[config.mk]
export PLATFORM = sky130hd
export DESIGN_NAME = dmem_access_ctrl
export DESIGN_NICKNAME = d
export VERILOG_FILES = /design/src/rtl/dmem_access_ctrl.sv
export SDC_FILE = /design/constraint.sdc
export NUM_CORES = 1
export LEC_CHECK = 0
export BUFFER_PORTS_ARGS = -buffer_cell sky130_fd_sc_hd__buf_2
export CAP_MARGIN = 20
export CORE_MARGIN = 2
export CORE_UTILIZATION = 45
export DETAILED_ROUTE_END_ITERATION = 6
export PLACE_DENSITY_LB_ADDON = 0.12
export SYNTH_ARGS = -nofsm -noshare
export SYNTH_HDL_FRONTEND = slang
export SYNTH_SLANG_ARGS = --single-unit
[constraint.sdc]
create_clock -name clk -period 1.8 [get_ports clk]
set_clock_uncertainty 0.05 [all_clocks]
set_input_delay 0.09 -clock clk [delete_from_list [all_inputs] [get_ports clk]]
set_output_delay 0.09 -clock clk [all_outputs]
set_load 0.02 [all_outputs]
[src/rtl/dmem_access_ctrl.sv]
// Initiator-side controller for the 8-bit data memory port: accepts load/store
// requests over valid/ready and sequences single or burst beats onto mem_rd/mem_wrt.
module dmem_access_ctrl #(
  parameter int unsigned RD_LAT = 1
) (
  input  logic       clk,
  input  logic       rst,
  input  logic       req_valid,
  output logic       req_ready,
  input  logic       req_we,
  input  logic [7:0] req_addr,
  input  logic [7:0] req_wdata,
  input  logic [1:0] req_len,
  output logic       rsp_valid,
  output logic [7:0] rsp_data,
  output logic       rsp_last,
  output logic       busy,
  output logic [7:0] mem_addr,
  output logic [7:0] mem_data,
  output logic       mem_rd,
  output logic       mem_wrt,
  input  logic [7:0] mem_rd_data
);

  typedef enum logic [1:0] {IDLE, RD, WR} state_t;

  localparam logic [1:0] LAST_WAIT = 2'(RD_LAT - 1);

  state_t     state, state_nx;
  logic [7:0] cur_addr, cur_addr_nx;
  logic [7:0] wdata_q, wdata_nx;
  logic [1:0] beats_q, beats_nx;
  logic [1:0] wait_q, wait_nx;
  logic       mem_rd_nx, mem_wrt_nx;
  logic [7:0] mem_addr_nx, mem_data_nx, rsp_data_nx;
  logic       rsp_valid_nx, rsp_last_nx;
  logic       accept, wait_done, last_beat;

  assign req_ready = (state == IDLE) & ~rst;
  assign busy      = (state != IDLE);
  assign accept    = req_valid & req_ready;
  assign wait_done = (wait_q == LAST_WAIT);
  assign last_beat = (beats_q == 2'd0);

  // State register plus registered strobes/datapath
  always_ff @(posedge clk) begin
    if (rst) begin
      state     <= IDLE;
      cur_addr  <= '0;
      wdata_q   <= '0;
      beats_q   <= '0;
      wait_q    <= '0;
      mem_rd    <= 1'b0;
      mem_wrt   <= 1'b0;
      mem_addr  <= '0;
      mem_data  <= '0;
      rsp_valid <= 1'b0;
      rsp_data  <= '0;
      rsp_last  <= 1'b0;
    end else begin
      state     <= state_nx;
      cur_addr  <= cur_addr_nx;
      wdata_q   <= wdata_nx;
      beats_q   <= beats_nx;
      wait_q    <= wait_nx;
      mem_rd    <= mem_rd_nx;
      mem_wrt   <= mem_wrt_nx;
      mem_addr  <= mem_addr_nx;
      mem_data  <= mem_data_nx;
      rsp_valid <= rsp_valid_nx;
      rsp_data  <= rsp_data_nx;
      rsp_last  <= rsp_last_nx;
    end
  end

  always_comb begin
    state_nx = state;
    unique case (state)
      IDLE:    if (accept) state_nx = req_we ? WR : RD;
      RD:      if (wait_done && last_beat) state_nx = IDLE;
      WR:      if (last_beat) state_nx = IDLE;
      default: state_nx = IDLE;
    endcase
  end

  // Strobes are computed one cycle ahead so they appear registered in the beat's cycle
  always_comb begin
    cur_addr_nx  = cur_addr;
    wdata_nx     = wdata_q;
    beats_nx     = beats_q;
    wait_nx      = wait_q;
    mem_rd_nx    = 1'b0;
    mem_wrt_nx   = 1'b0;
    mem_addr_nx  = mem_addr;
    mem_data_nx  = mem_data;
    rsp_valid_nx = 1'b0;
    rsp_data_nx  = rsp_data;
    rsp_last_nx  = 1'b0;
    unique case (state)
      IDLE: begin
        if (accept) begin
          cur_addr_nx = req_addr;
          wdata_nx    = req_wdata;
          beats_nx    = req_len;
          wait_nx     = '0;
          mem_addr_nx = req_addr;
          if (req_we) begin
            mem_wrt_nx  = 1'b1;
            mem_data_nx = req_wdata;
          end else begin
            mem_rd_nx = 1'b1;
          end
        end
      end
      RD: begin
        mem_rd_nx = 1'b1;
        if (!wait_done) begin
          wait_nx = wait_q + 2'd1;
        end else begin
          rsp_valid_nx = 1'b1;
          rsp_data_nx  = mem_rd_data;
          rsp_last_nx  = last_beat;
          wait_nx      = '0;
          if (last_beat) begin
            mem_rd_nx = 1'b0;
          end else begin
            cur_addr_nx = cur_addr + 8'd1;
            mem_addr_nx = cur_addr + 8'd1;
            beats_nx    = beats_q - 2'd1;
          end
        end
      end
      WR: begin
        if (last_beat) begin
          rsp_valid_nx = 1'b1;
          rsp_last_nx  = 1'b1;
          rsp_data_nx  = '0;
        end else begin
          mem_wrt_nx  = 1'b1;
          cur_addr_nx = cur_addr + 8'd1;
          mem_addr_nx = cur_addr + 8'd1;
          mem_data_nx = wdata_q;
          beats_nx    = beats_q - 2'd1;
        end
      end
      default: ;
    endcase
  end

endmodule

==> results.json, run 1 <==
{
  "reg2reg_to": "cur_addr[4]",
  "seqPwrFrac_pct": 39.6,
  "netlist_area_um2": 2000,
  "p_leak_nw": 1.20,
  "drt_iter0_markers": 161,
  "ff2ff_setup_slack_ps": 100,
  "via_count": 1959,
  "switchingPower_mw": 1.06,
  "htreeDepth": 2,
  "grt_max_degree": 25,
  "ys_top_cells_by_area": "dfxtp_1 (42%), a21oi_1 (5.5%), nand2_1 (5.1%)",
  "synth_top_cell_area_share_pct": 42.1,
  "finalHoldViolations": 0,
  "final_common_cell": "buf_2",
  "worstReg2RegStart": "state[0]",
  "synth_largest_area_cell": "dfxtp_1",
  "end_kind": "flop",
  "critical_path_arrival_ps": 1860,
  "initial_core_util_pct": 46.2,
  "startpoint_type": "flop",
  "timing.final.ws_setup_ps": 104,
  "p_int_mw": 1.83,
  "min_path_type": "in2reg",
  "finish.utilization_pct": 62.9,
  "min_period_ps": 1700,
  "ys_warn_count": 0,
  "cts.sinks": 42,
  "dp_slack_ps": -14.2,
  "path_max_fanout": 6,
  "antenna_cells": 0,
  "ys_seq_area_share_pct": 42.1,
  "fp-row-count": 24,
  "synth_seq_cells": 42,
  "irDropWorstVdd_mv": 0.434,
  "cts_made_buffers": 5,
  "cts.path.max_buffers": 2,
  "critPathRequiredTime_ps": 1960,
  "core_um2": 4320,
  "tightest_slew_ps": 360,
  "tns_ps": 0,
  "layout.nets": 360,
  "ys_types": 40,
  "post-route-period-util_pct": 94.2,
  "area_delta_synth_final_pct": 36.0,
  "setup_violations": 0,
  "powerDensity_nw_per_um2": 1060,
  "slew_headroom_pct": 76.0,
  "avgSynthCellArea_um2": 8.69,
  "status": "completed",
  "die_y_um": 70.7,
  "cp-startpoint": "state[0]",
  "whs_path_depth": 3,
  "reg2reg_depth": 7,
  "vias_per_cell": 5.24,
  "synthCells": 230,
  "grt-ovfl-total": 0,
  "dieArea_um2": 4990,
  "path_class": "reg2reg",
  "drtAntennaViolNets": 0,
  "dr.pass1.iters": 4,
  "min_to": "cur_addr[0]",
  "drc": 0,
  "synth_fp_nets": 268,
  "antenna_found_initial": 0,
  "clockRootBuffer": "clkbuf_8",
  "cap_violations": 0,
  "power_frac_comb_pct": 40.2,
  "clk_latency_ps": 290,
  "power_mw": 2.89,
  "drive_gt1_share_pct": 30.7,
  "ios": 60,
  "cts_tree": "done",
  "numPortBuffers": 59,
  "min_from": "req_addr[0]",
  "die_x_um": 70.7,
  "gp_congestion": 0.838,
  "grt_usage_pct": 19.5,
  "wl_per_cell_um": 13.2,
  "grt_first_pass_wirelength_um": 7800,
  "clk_pin_slew_ps": 80,
  "wl_um": 4930,
  "mostFrequentLayoutCells": "buf_2 (59), dfxtp_1 (42), nand2_1 (27)",
  "max_freq_mhz": 589,
  "switching_share_pct": 36.8,
  "slew_viol_final": 0,
  "dpl_cell_area_um2": 2380,
  "clkPwrFrac_pct": 20.2,
  "place_hpwl_um": 3290,
  "design_area_um2": 2720,
  "grt_pass1_vias": 1680
}
## critical path, cell delays in order, from the launching register on
cell and delay, ps:
dfxtp_1 340, inv_1 60, ha_1 330, a21oi_2 220, o211a_4 230, buf_4 140
a21oi_1 60, a211oi_1 190
## cell usage after synthesis
| library cell | number |
|---|---|
| nand2_1 | 27 |
| a21oi_1 | 22 |
| and4_1 | 1 |
| a22oi_1 | 8 |
| o211ai_1 | 2 |
| clkbuf_1 | 3 |
| nand4_1 | 2 |
| nand2b_1 | 4 |
| buf_1 | 2 |
| and2_1 | 2 |
| nand3_1 | 13 |
| nor3_1 | 1 |
| inv_1 | 10 |
| or2_2 | 1 |
| a311oi_2 | 2 |
| nor2b_2 | 1 |
| o2bb2ai_1 | 1 |
| o41ai_1 | 1 |
| a21o_1 | 1 |
| o211a_1 | 1 |
| a221oi_1 | 1 |
| a32oi_1 | 2 |
| a32o_1 | 2 |
| nor3b_4 | 1 |
| and4b_1 | 1 |
| nor4_1 | 1 |
| nor2b_4 | 1 |
| buf_2 | 3 |
| buf_4 | 1 |
| o21ai_0 | 13 |
| o21a_1 | 1 |
| clkinv_1 | 1 |
| mux2i_1 | 9 |
| a211oi_1 | 4 |
| a311oi_1 | 7 |
| nor2b_1 | 3 |
| dfxtp_1 | 42 |
| nor2_1 | 21 |
| buf_6 | 3 |
| ha_1 | 8 |
## kinds of logic after synthesis
logic type | share of synthesized area (%)
compound gates | 23.0
fa+ha+maj | 5.01
mux | 4.51
flops | 42.1
simple gates | 19.6
buf+inv | 5.82
## flip-flops by register name, indices dropped and copies added (netlist names)
name / count
beats_q: 2
rsp_valid: 1
cur_addr: 8
mem_wrt: 1
state: 2
wait_q: 2
mem_data: 8
wdata_q: 8
rsp_data: 8
rsp_last: 1
mem_rd: 1
## per-stage QoR
stage	hold slack, ps	instances
2_1_floorplan	139	230
3_3_place_gp	242	342
3_5_place_dp	244	342
4_1_cts	29.5	365
5_1_grt	35.5	374
6_report	33.6	374
## routing by layer
layer	routed length (um)	global-route usage (%)	part of all wire, %	vias to the layer above
li1	-	-	-	1015
met3	269	5.56	5.5	6
met2	2120	27.6	43	45
met5	0	0	0	-
met4	47	5.03	0.95	0
met1	2490	29.3	51	893
## repair_timing
| item | in CTS | in global routing |
|---|---|---|
| hold buffers | 16 | 0 |
| endpoints found under the hold margin | 16 | 0 |
| setup buffers | 0 | 8 |
| setup endpoints to repair | 2 | 22 |
| resized for setup | 1 | 10 |
| cloned | 0 | 1 |
| pin swaps | 0 | 4 |
## power by group through the flow
stage	clock, mW	combinational (mW)	sequential [mW]
after global routing	0.632	1.28	1.16
after floorplan	0	0.617	1.27
after CTS	0.594	1.04	1.14
after detailed placement	0	1.01	1.16
final	0.583	1.16	1.14
after global placement	0	1.00	1.16
## worst max-delay path by stage
stage                        to  slack (ps)
finish              cur_addr[4]         100
global route        cur_addr[4]         -20
CTS                  beats_q[0]           6
detailed placement   beats_q[0]         -10
global placement     beats_q[0]          40
floorplan           cur_addr[1]          60
## layout make-up
type / instances / area, um^2
clock buffer: 6 / 72.6
multi-input combinational: 166 / 1070
inverter: 11 / 45.0
fill: 395 / 1610
sequential: 42 / 841
clock inverter: 1 / 7.51
tap: 52 / 65.1
timing repair buffer: 96 / 617
Power figures use the tool's default switching activity.
==> run 2: changes to the inputs <==
--- a/config.mk
+++ b/config.mk
@@ -12,4 +12,5 @@
 export DETAILED_ROUTE_END_ITERATION = 6
 export PLACE_DENSITY_LB_ADDON = 0.12
+export SETUP_SLACK_MARGIN = 0.5
 export SYNTH_ARGS = -nofsm -noshare
 export SYNTH_HDL_FRONTEND = slang
==> constraint.sdc (replaced) <==
create_clock -name clk -period 1.8 [get_ports clk]
set_clock_uncertainty 0.05 [all_clocks]
set_input_delay 0.18 -clock clk [delete_from_list [all_inputs] [get_ports clk]]
set_output_delay 0.18 -clock clk [all_outputs]
set_load 0.02 [all_outputs]
==> run 2 against run 1 <==
Sequential cell count unchanged. Sequential share of layout area down 2.8 points. Wire length up 7.9%. Register-to-register slack better by 80 ps. Final cell count down 0.80%. Via count up 4.6%. Largest power group unchanged.
==> results.json, run 2 (synthesized netlist as in run 1, its figures left out) <==
{
  "mostFrequentLayoutCells": "buf_2 (58), dfxtp_1 (37), nand2_1 (23)",
  "critical_path.max_stage_delay_ps": 390,
  "cap_violations": 0,
  "drc": 0,
  "worstReg2RegStart": "state[1]",
  "whs_path_depth": 3,
  "ios": 60,
  "ctsHoldBuffers": 0,
  "reg2reg_depth": 6,
  "critPathRequiredTime_ps": 1960,
  "min_path_type": "in2reg",
  "area_delta_synth_final_pct": 51.7,
  "power_mw": 3.44,
  "end_kind": "flop",
  "clockRootBuffer": "clkbuf_8",
  "ff2ff_setup_slack_ps": 190,
  "dpl.cell_count": 337,
  "seqPwrFrac_pct": 34.2,
  "drt_iter0_markers": 94,
  "path_class": "reg2reg",
  "drive_gt1_share_pct": 51.1,
  "dieArea_um2": 4990,
  "die_x_um": 70.7,
  "clk_latency_ps": 300,
  "post-route-period-util_pct": 89.6,
  "cts_made_buffers": 5,
  "reg2reg_to": "beats_q[0]",
  "wl_per_cell_um": 14.3,
  "instances_no_fill": 371,
  "layout.nets": 356,
  "grt_pass1_vias": 1896,
  "antenna_cells": 0,
  "irDropWorstVdd_mv": 0.581,
  "crit_chain": "inv_4, ha_4, a21oi_4, o211a_4, o21ai_2, a221oi_2",
  "tns_ps": 0,
  "core_um2": 4320,
  "antenna_found_initial": 0,
  "via_count": 2049,
  "cts.path.max_buffers": 2,
  "tightest_slew_ps": 334,
  "initial_core_util_pct": 46.2,
  "rsz0062_at_grt": "true",
  "grt_first_pass_wirelength_um": 8540,
  "clkPwrFrac_pct": 18.3,
  "cts_tree": "done",
  "slew_headroom_pct": 77.6,
  "power_frac_comb_pct": 47.5,
  "final_common_cell": "buf_2",
  "powerDensity_nw_per_um2": 1130,
  "min_period_ps": 1610,
  "vias_per_cell": 5.52,
  "wl_um": 5320,
  "place_hpwl_um": 3250,
  "cp_slowest_cell": "dfxtp_4",
  "finalHoldViolations": 0,
  "grt_usage_pct": 21.1,
  "status": "completed",
  "slew_viol_final": 0,
  "grt_max_degree": 21,
  "max_freq_mhz": 620,
  "min_from": "req_wdata[5]",
  "setup_violations": 0,
  "numPortBuffers": 59,
  "min_to": "wdata_q[5]",
  "die_y_um": 70.7,
  "critical_path_arrival_ps": 1770,
  "switchingPower_mw": 1.28,
  "gp_congestion": 0.767,
  "fp-row-count": 24,
  "p_leak_nw": 1.28,
  "htreeDepth": 2,
  "startpoint_type": "flop",
  "clk_pin_slew_ps": 80,
  "hold_ws_ps": 24.3,
  "p_int_mw": 2.15,
  "switching_share_pct": 37.3,
  "dr.pass1.iters": 5,
  "drtAntennaViolNets": 0,
  "grt-ovfl-total": 0,
  "path_max_fanout": 5,
  "cts.sinks": 42,
  "finish.utilization_pct": 70.1
}
run 2: changes by cell type in the layout (fill, tap and decap cells not counted), sizes merged:
cell         before  now
buf              80   91
clkbuf            6    7
clkinv            1    2
dlygate4sd3      16    0
inv               9    8
nor2             21   22
run 2: power groups by stage:
stage	Combinational (mW)	Clock (mW)	Sequential, mW
2_1_floorplan	0.699	0	1.27
3_3_place_gp	1.05	0	1.17
3_5_place_dp	1.07	0	1.17
4_1_cts	1.46	0.643	1.16
5_1_grt	1.76	0.688	1.20
6_report	1.63	0.628	1.18
run 2: critical path: cells and delay by family (launching register included):
kind,cells,cell delay (ps)
adders and majority gates,1,260
AOI/OAI and AO/OA,4,780
buffers and inverters,1,50
DFF,1,390
run 2: worst max-delay path by stage:
stage / end / depth (start not counted) / from
3_3_place_gp: rsp_data[4] / 6 / state[1]
2_1_floorplan: mem_data[1] / 8 / state[1]
6_report: beats_q[0] / 6 / state[1]
3_5_place_dp: beats_q[0] / 6 / beats_q[0]
5_1_grt: cur_addr[0] / 6 / state[1]
4_1_cts: cur_addr[0] / 6 / state[0]
run 2: final cells by class:
| cell class | instances | area [um^2] |
|---|---|---|
| clock inverter | 1 | 5.00 |
| inverter | 11 | 53.8 |
| sequential | 42 | 852 |
| timing repair buffer | 91 | 628 |
| multi-input combinational | 167 | 1340 |
| clock buffer | 7 | 86.3 |
| tap | 52 | 65.1 |
| fill | 343 | 1290 |
run 2: stage by stage:
step	instance area [um^2]	worst slack, ps
global placement	2410	120
detailed placement	2410	73.2
floorplan	2080	203
global route	3030	133
CTS	2860	235
finish	3030	187
run 2: per-layer routing:
metal  wire [um]  share of wire (%)  global-route usage [%]  vias to the layer above
li1            -                  -                       -                     1013
met1        2430                 46                    27.7                      972
met2        2530                 48                    35.5                       55
met3         260                4.9                    3.28                        9
met4          95                1.8                    7.55                        0
met5           0                  0                       0                        -
run 2: repair_timing:
| item | in CTS | in global routing |
|---|---|---|
| buffers inserted | 15 | 6 |
| pin swaps | 23 | 23 |
| setup endpoints to repair | 41 | 43 |
| gates cloned | 5 | 0 |
| gates resized for setup | 49 | 31 |
